--- config.mk ---
export PLATFORM = sky130hd
export DESIGN_NAME = pi_scheduler_flat
export DESIGN_NICKNAME = d
export VERILOG_FILES = /design/src/rtl/foc_pkg.sv /design/src/rtl/pi_scheduler_if.sv /design/src/rtl/pi_mac.sv /design/src/rtl/pi_scheduler.sv /design/src/flat_wrapper.sv
export SDC_FILE = /design/constraint.sdc
export NUM_CORES = 1
export LEC_CHECK = 0
export CAP_MARGIN = 30
export CORE_ASPECT_RATIO = 1.5
export CORE_UTILIZATION = 55
export CTS_CLUSTER_DIAMETER = 60
export DETAILED_ROUTE_END_ITERATION = 10
export PLACE_DENSITY = 0.78
export SYNTH_ARGS = -nofsm -noshare
export SYNTH_HDL_FRONTEND = slang
export SYNTH_HIERARCHICAL = 1
export SYNTH_SLANG_ARGS = --single-unit
export TNS_END_PERCENT = 30
--- constraint.sdc ---
create_clock -name clk -period 13.8 [get_ports clk]
set_clock_uncertainty 0.15 [all_clocks]
set_input_delay 2.76 -clock clk [delete_from_list [all_inputs] [get_ports clk]]
set_output_delay 2.76 -clock clk [all_outputs]
set_load 0.03 [all_outputs]
--- src/rtl/foc_pkg.sv ---
// rtl/foc_pkg.sv - shared types, widths and saturating helpers for the FOC PI scheduler
package foc_pkg;

    localparam int N_DEF = 10;
    localparam int F_DEF = 9;
    localparam int ACC_W = N_DEF + 2;

    typedef enum logic [2:0] {
        IDLE,
        LOAD,
        MUL_P,
        MUL_I,
        SUM,
        AW,
        STORE,
        DONE
    } pi_state_e;

    typedef enum logic [1:0] {
        LOOP_SPEED = 2'd0,
        LOOP_ID    = 2'd1,
        LOOP_IQ    = 2'd2
    } loop_e;

    // Integrator width for a given data width: two guard bits above N.
    function automatic int acc_width(input int n);
        return n + 2;
    endfunction

    // Saturate a wide signed value to a w-bit two's complement range.
    function automatic longint sat_w(input longint x, input int w);
        longint hi;
        longint lo;
        hi = (longint'(1) <<< (w - 1)) - longint'(1);
        lo = -hi - longint'(1);
        if (x > hi) begin
            return hi;
        end else if (x < lo) begin
            return lo;
        end
        return x;
    endfunction

    // Symmetric clamp to +/-lim; a negative limit collapses to zero.
    function automatic longint clamp_lim(input longint x, input longint lim);
        longint l;
        l = (lim < longint'(0)) ? longint'(0) : lim;
        if (x > l) begin
            return l;
        end else if (x < -l) begin
            return -l;
        end
        return x;
    endfunction

endpackage

--- src/rtl/pi_scheduler_if.sv ---
// rtl/pi_scheduler_if.sv - control-tick, setpoint/gain and result bundle of the PI scheduler
//
// master: drives tick, refs, measurements, gains, limits; reads results/status.
// slave : the scheduler itself.
interface pi_scheduler_if #(
    parameter int N = 10
);
    logic                ctrl_tick;
    logic signed [N-1:0] speed_ref;
    logic signed [N-1:0] speed_meas;
    logic signed [N-1:0] id_ref;
    logic signed [N-1:0] id_meas;
    logic signed [N-1:0] iq_meas;
    logic signed [N-1:0] kp_speed;
    logic signed [N-1:0] ki_speed;
    logic signed [N-1:0] kaw_speed;
    logic signed [N-1:0] kp_id;
    logic signed [N-1:0] ki_id;
    logic signed [N-1:0] kaw_id;
    logic signed [N-1:0] kp_iq;
    logic signed [N-1:0] ki_iq;
    logic signed [N-1:0] kaw_iq;
    logic signed [N-1:0] speed_lim;
    logic signed [N-1:0] i_lim;
    logic signed [N-1:0] iq_ref;
    logic signed [N-1:0] vd;
    logic signed [N-1:0] vq;
    logic                busy;
    logic                done;
    logic                overrun;

    modport master (
        output ctrl_tick, speed_ref, speed_meas, id_ref, id_meas, iq_meas,
               kp_speed, ki_speed, kaw_speed, kp_id, ki_id, kaw_id,
               kp_iq, ki_iq, kaw_iq, speed_lim, i_lim,
        input  iq_ref, vd, vq, busy, done, overrun
    );

    modport slave (
        input  ctrl_tick, speed_ref, speed_meas, id_ref, id_meas, iq_meas,
               kp_speed, ki_speed, kaw_speed, kp_id, ki_id, kaw_id,
               kp_iq, ki_iq, kaw_iq, speed_lim, i_lim,
        output iq_ref, vd, vq, busy, done, overrun
    );
endinterface

--- src/rtl/pi_mac.sv ---
// rtl/pi_mac.sv - shared registered multiplier: y = sat_ACC((a*b) >>> F), one cycle latency
//
// Ports: clk, rst (sync, active-high); a (N-bit gain), b (AW_W-bit operand);
//        y (AW_W-bit saturated, floored product, registered).
module pi_mac
    import foc_pkg::*;
#(
    parameter int N    = 10,
    parameter int F    = 9,
    parameter int AW_W = N + 2
) (
    input  logic                   clk,
    input  logic                   rst,
    input  logic signed [N-1:0]    a,
    input  logic signed [AW_W-1:0] b,
    output logic signed [AW_W-1:0] y
);
    localparam int PW = N + AW_W;

    logic signed [PW-1:0]   prod;
    logic signed [AW_W-1:0] y_d;
    logic signed [AW_W-1:0] y_q;

    always_comb begin
        prod = PW'(a) * PW'(b);
        // >>> on a signed product floors toward minus infinity.
        y_d  = AW_W'(sat_w(longint'(prod >>> F), AW_W));
    end

    always_ff @(posedge clk) begin
        if (rst) begin
            y_q <= '0;
        end else begin
            y_q <= y_d;
        end
    end

    assign y = y_q;

endmodule

--- src/rtl/pi_scheduler.sv ---
// rtl/pi_scheduler.sv - time-multiplexed PI engine for the speed, d- and q-current loops
//
// Ports: clk, rst (sync, active-high); bus (pi_scheduler_if.slave) carrying
//        ctrl_tick, refs/meas, kp/ki/kaw gains, speed_lim/i_lim, and the
//        registered results iq_ref, vd, vq, busy, done, overrun.
// Build option FOC_PI_ANTIWINDUP_EN: adds the AW state (back-calculation,
//        6 cycles per loop); without it the integrator is clamped to +/-lim
//        and each loop takes 5 cycles.
module pi_scheduler
    import foc_pkg::*;
#(
    parameter int N = 10,
    parameter int F = 9
) (
    input  logic          clk,
    input  logic          rst,
    pi_scheduler_if.slave bus
);
    localparam int AW_W = acc_width(N);

    pi_state_e state_q, state_d;
    loop_e     loop_q, loop_d;
    logic      busy_q, busy_d, done_q, done_d, overrun_q, overrun_d;

    // Snapshot of the inputs taken when a tick is accepted.
    logic signed [N-1:0] speed_ref_q, speed_ref_d, id_ref_q, id_ref_d;
    logic signed [N-1:0] meas_q[3], meas_d[3];
    logic signed [N-1:0] kp_q[3], kp_d[3];
    logic signed [N-1:0] ki_q[3], ki_d[3];
    logic signed [N-1:0] lim_q[3], lim_d[3];
`ifdef FOC_PI_ANTIWINDUP_EN
    logic signed [N-1:0] kaw_q[3], kaw_d[3];
`else
    logic unused_kaw;
    assign unused_kaw = ^{bus.kaw_speed, bus.kaw_id, bus.kaw_iq};
`endif

    logic signed [N-1:0]    out_q[3], out_d[3];
    logic signed [AW_W-1:0] acc_q[3], acc_d[3];
    logic signed [N-1:0]    err_q, err_d;
    logic signed [AW_W-1:0] p_q, p_d, raw_q, raw_d;

    logic signed [N-1:0]    cur_ref;
    logic signed [N-1:0]    sat_out;
    logic signed [AW_W-1:0] acc_new;
`ifdef FOC_PI_ANTIWINDUP_EN
    logic signed [AW_W-1:0] aw_diff;
`endif
    logic signed [N-1:0]    mac_a;
    logic signed [AW_W-1:0] mac_b, mac_y;

    pi_mac #(.N(N), .F(F), .AW_W(AW_W)) u_mac (
        .clk (clk),
        .rst (rst),
        .a   (mac_a),
        .b   (mac_b),
        .y   (mac_y)
    );

    // Per-loop datapath values derived from the current loop's registers.
    always_comb begin
        case (loop_q)
            LOOP_SPEED: cur_ref = speed_ref_q;
            LOOP_ID:    cur_ref = id_ref_q;
            // Cascade: q-loop follows the iq_ref just written by the speed loop.
            default:    cur_ref = out_q[LOOP_SPEED];
        endcase
        sat_out = N'(clamp_lim(longint'(raw_q), longint'(lim_q[loop_q])));
        // mac_y holds the ki term in SUM and the kaw term in STORE.
        acc_new = AW_W'(sat_w(longint'(acc_q[loop_q]) + longint'(mac_y), AW_W));
`ifdef FOC_PI_ANTIWINDUP_EN
        aw_diff = AW_W'(sat_w(longint'(sat_out) - longint'(raw_q), AW_W));
`else
        acc_new = AW_W'(clamp_lim(longint'(acc_new), longint'(lim_q[loop_q])));
`endif
    end

    // Multiplier operands are presented one state ahead of where the result is used.
    always_comb begin
        mac_a = '0;
        mac_b = '0;
        case (state_q)
            MUL_P: begin
                mac_a = kp_q[loop_q];
                mac_b = AW_W'(err_q);
            end
            MUL_I: begin
                mac_a = ki_q[loop_q];
                mac_b = AW_W'(err_q);
            end
`ifdef FOC_PI_ANTIWINDUP_EN
            AW: begin
                mac_a = kaw_q[loop_q];
                mac_b = aw_diff;
            end
`endif
            default: ;
        endcase
    end

    always_comb begin
        state_d     = state_q;
        loop_d      = loop_q;
        busy_d      = busy_q;
        done_d      = 1'b0;
        overrun_d   = overrun_q;
        speed_ref_d = speed_ref_q;
        id_ref_d    = id_ref_q;
        meas_d      = meas_q;
        kp_d        = kp_q;
        ki_d        = ki_q;
        lim_d       = lim_q;
`ifdef FOC_PI_ANTIWINDUP_EN
        kaw_d       = kaw_q;
`endif
        out_d       = out_q;
        acc_d       = acc_q;
        err_d       = err_q;
        p_d         = p_q;
        raw_d       = raw_q;

        if (bus.ctrl_tick && (state_q != IDLE)) begin
            overrun_d = 1'b1;
        end

        case (state_q)
            IDLE: begin
                if (bus.ctrl_tick) begin
                    speed_ref_d        = bus.speed_ref;
                    id_ref_d           = bus.id_ref;
                    meas_d[LOOP_SPEED] = bus.speed_meas;
                    meas_d[LOOP_ID]    = bus.id_meas;
                    meas_d[LOOP_IQ]    = bus.iq_meas;
                    kp_d[LOOP_SPEED]   = bus.kp_speed;
                    kp_d[LOOP_ID]      = bus.kp_id;
                    kp_d[LOOP_IQ]      = bus.kp_iq;
                    ki_d[LOOP_SPEED]   = bus.ki_speed;
                    ki_d[LOOP_ID]      = bus.ki_id;
                    ki_d[LOOP_IQ]      = bus.ki_iq;
`ifdef FOC_PI_ANTIWINDUP_EN
                    kaw_d[LOOP_SPEED]  = bus.kaw_speed;
                    kaw_d[LOOP_ID]     = bus.kaw_id;
                    kaw_d[LOOP_IQ]     = bus.kaw_iq;
`endif
                    lim_d[LOOP_SPEED]  = bus.speed_lim;
                    lim_d[LOOP_ID]     = bus.i_lim;
                    lim_d[LOOP_IQ]     = bus.i_lim;
                    loop_d             = LOOP_SPEED;
                    busy_d             = 1'b1;
                    state_d            = LOAD;
                end
            end
            LOAD: begin
                err_d   = N'(sat_w(longint'(cur_ref) - longint'(meas_q[loop_q]), N));
                state_d = MUL_P;
            end
            MUL_P: begin
                state_d = MUL_I;
            end
            MUL_I: begin
                p_d     = mac_y;
                state_d = SUM;
            end
            SUM: begin
                acc_d[loop_q] = acc_new;
                raw_d         = AW_W'(sat_w(longint'(p_q) + longint'(acc_new), AW_W));
`ifdef FOC_PI_ANTIWINDUP_EN
                state_d       = AW;
`else
                state_d       = STORE;
`endif
            end
            AW: begin
                state_d = STORE;
            end
            STORE: begin
                out_d[loop_q] = sat_out;
`ifdef FOC_PI_ANTIWINDUP_EN
                acc_d[loop_q] = acc_new;
`endif
                case (loop_q)
                    LOOP_SPEED: begin
                        loop_d  = LOOP_ID;
                        state_d = LOAD;
                    end
                    LOOP_ID: begin
                        loop_d  = LOOP_IQ;
                        state_d = LOAD;
                    end
                    default: begin
                        busy_d  = 1'b0;
                        done_d  = 1'b1;
                        state_d = DONE;
                    end
                endcase
            end
            DONE: begin
                state_d = IDLE;
            end
            default: begin
                state_d = IDLE;
            end
        endcase
    end

    always_ff @(posedge clk) begin
        if (rst) begin
            state_q     <= IDLE;
            loop_q      <= LOOP_SPEED;
            busy_q      <= 1'b0;
            done_q      <= 1'b0;
            overrun_q   <= 1'b0;
            speed_ref_q <= '0;
            id_ref_q    <= '0;
            meas_q      <= '{default: '0};
            kp_q        <= '{default: '0};
            ki_q        <= '{default: '0};
            lim_q       <= '{default: '0};
`ifdef FOC_PI_ANTIWINDUP_EN
            kaw_q       <= '{default: '0};
`endif
            out_q       <= '{default: '0};
            acc_q       <= '{default: '0};
            err_q       <= '0;
            p_q         <= '0;
            raw_q       <= '0;
        end else begin
            state_q     <= state_d;
            loop_q      <= loop_d;
            busy_q      <= busy_d;
            done_q      <= done_d;
            overrun_q   <= overrun_d;
            speed_ref_q <= speed_ref_d;
            id_ref_q    <= id_ref_d;
            meas_q      <= meas_d;
            kp_q        <= kp_d;
            ki_q        <= ki_d;
            lim_q       <= lim_d;
`ifdef FOC_PI_ANTIWINDUP_EN
            kaw_q       <= kaw_d;
`endif
            out_q       <= out_d;
            acc_q       <= acc_d;
            err_q       <= err_d;
            p_q         <= p_d;
            raw_q       <= raw_d;
        end
    end

    assign bus.iq_ref  = out_q[LOOP_SPEED];
    assign bus.vd      = out_q[LOOP_ID];
    assign bus.vq      = out_q[LOOP_IQ];
    assign bus.busy    = busy_q;
    assign bus.done    = done_q;
    assign bus.overrun = overrun_q;

endmodule

--- src/flat_wrapper.sv ---
// flat-port wrapper written by rule: the top's interface ports become plain ports
module pi_scheduler_flat import foc_pkg::*;
#(
    parameter int N = 10,
    parameter int F = 9
)
  (clk, rst, bus_ctrl_tick, bus_speed_ref, bus_speed_meas, bus_id_ref, bus_id_meas, bus_iq_meas, bus_kp_speed, bus_ki_speed, bus_kaw_speed, bus_kp_id, bus_ki_id, bus_kaw_id, bus_kp_iq, bus_ki_iq, bus_kaw_iq, bus_speed_lim, bus_i_lim, bus_iq_ref, bus_vd, bus_vq, bus_busy, bus_done, bus_overrun);
  pi_scheduler_if #(.N(N)) bus_i ();
  input  logic clk;
  input  logic rst;
  input wire logic [$bits(bus_i.ctrl_tick)-1:0] bus_ctrl_tick;
  input wire logic [$bits(bus_i.speed_ref)-1:0] bus_speed_ref;
  input wire logic [$bits(bus_i.speed_meas)-1:0] bus_speed_meas;
  input wire logic [$bits(bus_i.id_ref)-1:0] bus_id_ref;
  input wire logic [$bits(bus_i.id_meas)-1:0] bus_id_meas;
  input wire logic [$bits(bus_i.iq_meas)-1:0] bus_iq_meas;
  input wire logic [$bits(bus_i.kp_speed)-1:0] bus_kp_speed;
  input wire logic [$bits(bus_i.ki_speed)-1:0] bus_ki_speed;
  input wire logic [$bits(bus_i.kaw_speed)-1:0] bus_kaw_speed;
  input wire logic [$bits(bus_i.kp_id)-1:0] bus_kp_id;
  input wire logic [$bits(bus_i.ki_id)-1:0] bus_ki_id;
  input wire logic [$bits(bus_i.kaw_id)-1:0] bus_kaw_id;
  input wire logic [$bits(bus_i.kp_iq)-1:0] bus_kp_iq;
  input wire logic [$bits(bus_i.ki_iq)-1:0] bus_ki_iq;
  input wire logic [$bits(bus_i.kaw_iq)-1:0] bus_kaw_iq;
  input wire logic [$bits(bus_i.speed_lim)-1:0] bus_speed_lim;
  input wire logic [$bits(bus_i.i_lim)-1:0] bus_i_lim;
  output wire logic [$bits(bus_i.iq_ref)-1:0] bus_iq_ref;
  output wire logic [$bits(bus_i.vd)-1:0] bus_vd;
  output wire logic [$bits(bus_i.vq)-1:0] bus_vq;
  output wire logic [$bits(bus_i.busy)-1:0] bus_busy;
  output wire logic [$bits(bus_i.done)-1:0] bus_done;
  output wire logic [$bits(bus_i.overrun)-1:0] bus_overrun;
  assign bus_i.ctrl_tick = bus_ctrl_tick;
  assign bus_i.speed_ref = bus_speed_ref;
  assign bus_i.speed_meas = bus_speed_meas;
  assign bus_i.id_ref = bus_id_ref;
  assign bus_i.id_meas = bus_id_meas;
  assign bus_i.iq_meas = bus_iq_meas;
  assign bus_i.kp_speed = bus_kp_speed;
  assign bus_i.ki_speed = bus_ki_speed;
  assign bus_i.kaw_speed = bus_kaw_speed;
  assign bus_i.kp_id = bus_kp_id;
  assign bus_i.ki_id = bus_ki_id;
  assign bus_i.kaw_id = bus_kaw_id;
  assign bus_i.kp_iq = bus_kp_iq;
  assign bus_i.ki_iq = bus_ki_iq;
  assign bus_i.kaw_iq = bus_kaw_iq;
  assign bus_i.speed_lim = bus_speed_lim;
  assign bus_i.i_lim = bus_i_lim;
  assign bus_iq_ref = bus_i.iq_ref;
  assign bus_vd = bus_i.vd;
  assign bus_vq = bus_i.vq;
  assign bus_busy = bus_i.busy;
  assign bus_done = bus_i.done;
  assign bus_overrun = bus_i.overrun;
  pi_scheduler #(.N(N), .F(F)) u_core (.clk(clk), .rst(rst), .bus(bus_i));
endmodule
==> results of run 1 <==
[final timing paths]
check | start | endpoint | slack [ps] | cells past startpoint
max | u_core/loop_q[1] | u_core/raw_q[4] | 4270 | 30
min reg2reg | u_core/ki_q[21] | u_core/ki_q[21] | 300 | 2
max reg2reg | u_core/loop_q[1] | u_core/raw_q[4] | 4270 | 30
min | u_core/ki_q[21] | u_core/ki_q[21] | 300 | 2
[cell usage in the layout (no fill, tap or decap), types with 20 or more instances in the layout]
master and count:
sky130_fd_sc_hd__ha_1 140, sky130_fd_sc_hd__o21ai_0 105, sky130_fd_sc_hd__buf_4 25, sky130_fd_sc_hd__a211oi_1 34, sky130_fd_sc_hd__dfxtp_1 248, sky130_fd_sc_hd__inv_1 201
sky130_fd_sc_hd__and2_1 64, sky130_fd_sc_hd__nor3_1 27, sky130_fd_sc_hd__a21oi_1 255, sky130_fd_sc_hd__fa_1 109, sky130_fd_sc_hd__maj3_1 20, sky130_fd_sc_hd__mux2i_1 52
sky130_fd_sc_hd__nand3_1 36, sky130_fd_sc_hd__clkbuf_16 27, sky130_fd_sc_hd__nand2_1 462, sky130_fd_sc_hd__xnor2_1 23, sky130_fd_sc_hd__clkdlybuf4s50_1 164, sky130_fd_sc_hd__nor2_1 109
[critical path: cells and delay by family, from the launching register on]
family                     cells  cell delay, ps
AOI/OAI and AO/OA             16            4780
adders and majority gates      5            1750
buffers and inverters          5            1350
DFF                            1             530
and+or+nand+nor                4             830
[layer usage]
layer | global-route usage [%] | vias to the layer above | share of wire [%]
li1 | - | 8018 | -
met4 | 14.3 | 0 | 4.3
met5 | 0 | - | 0
met3 | 4.02 | 133 | 5.2
met1 | 35.2 | 7962 | 39
met2 | 52.9 | 518 | 51
[power groups by stage]
| stage | combinational (mW) | sequential (mW) | clock (mW) |
|---|---|---|---|
| finish | 0.840 | 0.793 | 0.740 |
| global route | 0.918 | 0.797 | 0.779 |
| CTS | 0.825 | 0.792 | 0.749 |
| detailed placement | 0.817 | 0.808 | 0 |
| global placement | 0.793 | 0.806 | 0 |
| floorplan | 0.602 | 0.798 | 0 |
[cell families (layout without fill, tap and decap cells)]
family                   count (synthesis)  in the layout
multiplexers                            54             54
XOR/XNOR                                43             43
AND/OR/NAND/NOR                        789            789
AO/OA/AOI/OAI                          578            578
other                                    0              1
adder cells (fa/ha/maj)                269            269
buffers and inverters                  338            445
flip-flops                             250            250
[final cells by class]
cell class | count | area [um2] | area share [%]
Multi-Input combinational cell | 1733 | 12200 | 57.4
Timing Repair Buffer | 193 | 1860 | 8.74
Tap cell | 415 | 519 | 2.44
Antenna cell | 1 | 2.50 | 0.0118
Clock inverter | 14 | 150 | 0.706
Sequential cell | 250 | 5010 | 23.6
Clock buffer | 36 | 759 | 3.57
Inverter | 202 | 758 | 3.57
[registers in the layout (all words and copies together), names as in the netlist, 12 cells and up]
register and cells:
u_core/acc_q 36, u_core/u_mac/y 12, u_core/kp_q 30, u_core/ki_q 30, u_core/p_q 12, u_core/raw_q 12
u_core/meas_q 30, u_core/lim_q 20
==> metrics.log, run 1 <==
INFO  metric power.ir.vdd_worst = just over 0.1 mV
INFO  metric ctsResizeCount = 0
INFO  metric yosys.cell_types.count = 83
INFO  metric dr.pass1.iters = 5
INFO  metric placedInstanceArea = 0.0203 mm2
INFO  metric internal-power = 1.51 mW
INFO  metric die-width = 152 um
INFO  metric finish.instance_area = 0.0213 mm2
INFO  metric comb_power_share = a little over a third
INFO  metric crit_fanout = 25
INFO  metric max-clock-path-buffers = 3
INFO  metric achievable-frequency = 105 MHz
INFO  metric chipHeight = 226 um
INFO  metric route.antenna.remaining_nets = 0
INFO  metric share_seq_of_total_power = 33.4%
INFO  metric proportion_of_netlist_area_held_by_the_largest_area_contributor = 27.1%
INFO  metric yosys_top_cell_by_area = sky130_fd_sc_hd__dfxtp_1
INFO  metric placer_congestion_estimate = ~0.9
INFO  metric place.detailed.hpwl = ~38000 um
INFO  metric globalRouteTotalUtil = 29.9%
INFO  metric num-fill-cells = 2881
INFO  metric yosys_most_used_dff = sky130_fd_sc_hd__dfxtp_1
INFO  metric synth_area_per_cell = 7.96 um2
INFO  metric design.portCount = approximately 200
INFO  metric fin_nets = 2819
INFO  metric power.share.switching = between 30% and 40%
INFO  metric ys_ff_latch = 250
INFO  metric timing.critical_path.to_type = flop
INFO  metric antenna_found_initial = 1
INFO  metric cts_inserted_buffers = 27
INFO  metric max_cap_violations = 0
INFO  metric utilization = around 65%
INFO  metric rows = 81
INFO  metric tightestPinTransition = 1080 ps
INFO  metric worst_hold_slack_after_final_layout = 302 ps
INFO  metric ctsHtreeMaxLevel = 1
INFO  metric synth_adder_area_share = 22.4%
INFO  metric fin_cells = 2844
INFO  metric synth.area.mux_share = 2.94%
INFO  metric clkSinkCount = 250
INFO  metric synth_seq_area_share = 27.1%
INFO  metric timing.setup.tns = 0 ps
INFO  metric synth_top_family_by_area = adder cells
INFO  metric avgViaCountPerCell = 5.85
INFO  metric synth_simple_gate_area_share = 18.8%
INFO  metric syn_area = approximately 0.018 mm2
INFO  metric final.period_utilization = 69.0%
INFO  metric crit_type = flop to flop
INFO  metric worst_path_max_delay_cell = sky130_fd_sc_hd__o31a_1
INFO  metric power.share.clock = 31.2%
INFO  metric initial_utilization = 56.3%
INFO  metric placed_cells_incl_taps = 2791
INFO  metric grt_remaining_overflow = 0
INFO  metric post-route-worst-setup-slack = 4270 ps
INFO  metric cts_setup_buffers = 0
INFO  metric worstPathRequired = 14090 ps
INFO  metric first_iter_violations = 1141
INFO  metric p_per_area = 112 mW/mm2
INFO  metric postSynthNetCount = 2733
INFO  metric top_count_cell_post_synth = sky130_fd_sc_hd__nand2_1
INFO  metric layout-drive-gt1-share = approximately 5.4%
INFO  metric yosys_warnings = 6
INFO  metric critPathMaxStageDelay = 850 ps
INFO  metric syn_to_final_growth = 15.1%
INFO  metric power_leakage = 8.86 nW
INFO  metric grt_setup_unrepaired = false
INFO  metric cts_root_buf = sky130_fd_sc_hd__clkbuf_16
INFO  metric grt_pass1_vias = 16.6k
INFO  metric slew_violations = 0
INFO  metric detailedPlace.worstSlack = 4440 ps
INFO  metric synth-edff-count = 0
INFO  metric setup_viol_count_final = 0
INFO  metric synth_compound_gate_area_share = 19.6%
INFO  metric finalHoldViolCount = 0
INFO  metric critical_path_data_arrival_time = 9820 ps
INFO  metric final_period_minus_worst_setup_slack = 9530 ps
INFO  metric routed_wirelength = between 50000 and 60000 um
INFO  metric synth.area.top_cells = sky130_fd_sc_hd__dfxtp_1 (27%), sky130_fd_sc_hd__fa_1 (12%), sky130_fd_sc_hd__ha_1 (9.5%)
INFO  metric run_status = finished clean
INFO  metric asyncSetResetFlopFracSynth = 0%
INFO  metric min-delay-path-class = flop to flop
INFO  metric total_switching_power = 0.866 mW
INFO  metric design.core.area = roughly 0.033 mm2
INFO  metric cp-start-kind = flop
INFO  metric post_synth_xor_area_fraction = 2.19%
INFO  metric place.port_buffers = approximately 170
INFO  metric synth_common_cells = sky130_fd_sc_hd__nand2_1 (463), sky130_fd_sc_hd__a21oi_1 (255), sky130_fd_sc_hd__dfxtp_1 (250)
INFO  metric wire_per_inst = 17.8 um
INFO  metric clk_pin_slew_worst_paths = approximately 60 ps
INFO  metric netlist_instances = 2321
INFO  metric vias = 16.6k
INFO  metric crit_path_frequent_cell = sky130_fd_sc_hd__a21oi_1
INFO  metric cts_tree = done
INFO  metric floorplan.die_area = 0.0343 mm2
INFO  metric pin_count_of_the_biggest_net_entering_global_routing = between 90 and 100
INFO  metric post_cts_hold_buffers = 0
INFO  metric maxSlewHeadroom = 27.5%
INFO  metric fin_total_pwr = approximately 2.4 mW
INFO  metric later_pin_clock_latency_in_the_skew_report = 560 ps
INFO  metric drc = 0
INFO  metric grt_first_pass_wirelength = 81500 um
Power figures use the tool's default switching activity.
==> inputs of run 2 (changes only) <==
--- a/config.mk
+++ b/config.mk
@@ -7,7 +7,7 @@
 export LEC_CHECK = 0
 export CAP_MARGIN = 30
 export CORE_ASPECT_RATIO = 1.5
-export CORE_UTILIZATION = 55
+export CORE_UTILIZATION = 53
 export CTS_CLUSTER_DIAMETER = 60
 export DETAILED_ROUTE_END_ITERATION = 10
 export PLACE_DENSITY = 0.78
==> constraint.sdc (replaced) <==
create_clock -name clk -period 7.65 [get_ports clk]
set_clock_uncertainty 0.15 [all_clocks]
set_input_delay 1.53 -clock clk [delete_from_list [all_inputs] [get_ports clk]]
set_output_delay 1.53 -clock clk [all_outputs]
set_load 0.03 [all_outputs]
==> run 2 against run 1 <==
Core utilization decreased by 0.75 points; global-route usage decreased by 0.45 points; die area increased by 3.7%; sequential power increased by 80%; via count increased by 2.4%; total power increased by 86%; register-to-register slack got worse by 4000 ps; critical endpoint is now u_core/raw_q[3].
==> metrics.log, run 2 (synthesized netlist as in run 1, its figures left out) <==
INFO  metric power_leakage = 9.20 nW
INFO  metric share_seq_of_total_power = 32.5%
INFO  metric critPathMaxStageDelay = ~430 ps
INFO  metric wire_per_inst = 17.9 um
INFO  metric total_switching_power = 1.61 mW
INFO  metric slew_violations = 0
INFO  metric clkSinkCount = 250
INFO  metric ctsHtreeMaxLevel = 1
INFO  metric finish.instance_area = 0.0219 mm2
INFO  metric layout_common_cells = sky130_fd_sc_hd__nand2_1 (462), sky130_fd_sc_hd__a21oi_1 (252), sky130_fd_sc_hd__dfxtp_1 (248)
INFO  metric syn_to_final_growth = 18.7%
INFO  metric n_antenna_cell = 0
INFO  metric timing.critical_path.to_type = flop
INFO  metric power.ir.vdd_worst = slightly below 0.2 mV
INFO  metric num-fill-cells = 2933
INFO  metric finalHoldViolCount = 0
INFO  metric placedInstanceArea = around 0.021 mm2
INFO  metric final_period_minus_worst_setup_slack = between 7000 and 8000 ps
INFO  metric route.antenna.remaining_nets = 0
INFO  metric pin_count_of_the_biggest_net_entering_global_routing = 105
INFO  metric floorplan.die_area = 0.0356 mm2
INFO  metric placer_congestion_estimate = 0.903
INFO  metric later_pin_clock_latency_in_the_skew_report = 560 ps
INFO  metric tightestPinTransition = 1090 ps
INFO  metric antenna_found_initial = 0
INFO  metric register_area = 0.00501 mm2
INFO  metric worst_path_max_delay_cell = sky130_fd_sc_hd__dfxtp_4
INFO  metric cp-start-kind = flop
INFO  metric globalRouteTotalUtil = between 20% and 30%
INFO  metric timing.setup.tns = 0 ps
INFO  metric design.core.area = 0.0343 mm2
INFO  metric min-delay-path-class = flop to flop
INFO  metric place.detailed.hpwl = 38900 um
INFO  metric power.share.clock = about 30%
INFO  metric multi_input_comb_area = 0.0123 mm2
INFO  metric layout_commonest_cell = sky130_fd_sc_hd__nand2_1
INFO  metric run_status = finished clean
INFO  metric largest_register_ff_count = 36
INFO  metric maxSlewHeadroom = 26.5%
INFO  metric cts_tree = done
INFO  metric design.portCount = 196
INFO  metric critical_path_data_arrival_time = 7710 ps
INFO  metric routed_wirelength = roughly 52000 um
INFO  metric fin_nets = about 2.9k
INFO  metric first_iter_violations = 1018
INFO  metric cts_root_buf = sky130_fd_sc_hd__clkbuf_16
INFO  metric drc = 0
INFO  metric vias = 17.0k
INFO  metric power.share.switching = 36.5%
INFO  metric max-clock-path-buffers = 3
INFO  metric dr.pass1.iters = 6
INFO  metric setup_viol_count_final = 0
INFO  metric crit_fanout = 12
INFO  metric max_cap_violations = 0
INFO  metric comb_power_share = 38.0%
INFO  metric worstPathRequired = 7980 ps
INFO  metric fin_total_pwr = 4.41 mW
INFO  metric avgViaCountPerCell = between 5 and 6
INFO  metric layout-drive-gt1-share = 8.71%
INFO  metric crit_type = flop to flop
INFO  metric crit_path_frequent_cell = sky130_fd_sc_hd__buf_4
INFO  metric rows = 83
INFO  metric cts_inserted_buffers = 26
INFO  metric internal-power = approximately 2.8 mW
INFO  metric grt_remaining_overflow = 0
INFO  metric die-width = 154 um
INFO  metric registers.top_by_ff_count = u_core/acc_q
INFO  metric final.period_utilization = roughly 96%
INFO  metric p_per_area = 201 mW/mm2
INFO  metric achievable-frequency = 136 MHz
INFO  metric place.port_buffers = 165
INFO  metric initial_utilization = 53.9%
INFO  metric grt_pass1_vias = 17.4k
INFO  metric clk_pin_slew_worst_paths = 60 ps
INFO  metric grt_first_pass_wirelength = 84800 um
INFO  metric chipHeight = 231 um
INFO  metric post_cts_hold_buffers = 0
## run 2: cell types whose count changed in the layout (fill, tap and decap cells not counted), moves of 3 or more
| cell | change |
|---|---|
| sky130_fd_sc_hd__ha_1 | -3 |
| sky130_fd_sc_hd__buf_4 | +65 |
| sky130_fd_sc_hd__a21oi_1 | -3 |
| sky130_fd_sc_hd__nor2_4 | +3 |
| sky130_fd_sc_hd__a21oi_2 | +3 |
| sky130_fd_sc_hd__clkinv_8 | +3 |
| sky130_fd_sc_hd__inv_6 | -5 |
## run 2: what timing repair did
action                     in CTS  in global routing
gates resized for setup         1                 34
setup endpoints to repair      11                 23
pin swaps                       0                 11
setup buffers                   3                  8
## run 2: final timing paths
check / start / to / slack [ps] / cells after the start
worst min-delay path: u_core/speed_ref_q[4] / u_core/speed_ref_q[4] / 300 / 2
worst max-delay path: u_core/loop_q[0] / u_core/raw_q[3] / 270 / 34
worst max register to register: u_core/loop_q[0] / u_core/raw_q[3] / 270 / 34
worst min register to register: u_core/speed_ref_q[4] / u_core/speed_ref_q[4] / 300 / 2
## run 2: power groups by stage
stage / Combinational, mW / Sequential [mW] / Clock (mW)
finish: 1.67 / 1.43 / 1.30
detailed placement: 1.60 / 1.46 / 0
global route: 1.83 / 1.44 / 1.37
global placement: 1.56 / 1.45 / 0
CTS: 1.62 / 1.43 / 1.32
floorplan: 1.09 / 1.44 / 0
## run 2: routing by layer
layer,routed length (um),GRT usage (%)
met1,20200,33.2
met2,27100,54.9
met3,2710,3.44
met4,2180,13.7
met5,0,0
## run 2: cell type report
type / instances / area share (%)
Timing Repair Buffer: 260 / 10.9
Multi-Input combinational cell: 1733 / 56.3
Clock inverter: 15 / 0.833
Clock buffer: 32 / 3.21
Inverter: 202 / 3.47
Tap cell: 425 / 2.42
Sequential cell: 250 / 22.8
## run 2: critical path: cells and delay by family, from the launching register on
kind / cells / cell delay [ps]
DFF: 1 / 430
buffers and inverters: 9 / 1220
and+or+nand+nor: 6 / 1130
adders and majority gates: 5 / 1570
muxes: 2 / 600
AOI/OAI and AO/OA: 12 / 2180
## run 2: through the flow
| step | hold WS, ps | std cells | worst slack (ps) | utilization [%] |
|---|---|---|---|---|
| finish | 304 | 2917 | 272 | 64.0 |
| global route | 318 | 2917 | -30.9 | 64.0 |
| CTS | 306 | 2909 | 26.0 | 63.4 |
| detailed placement | 296 | 2859 | 0.175 | 60.7 |
| global placement | 292 | 2859 | 159 | 60.7 |
| floorplan | 283 | 2321 | 20.3 | - |
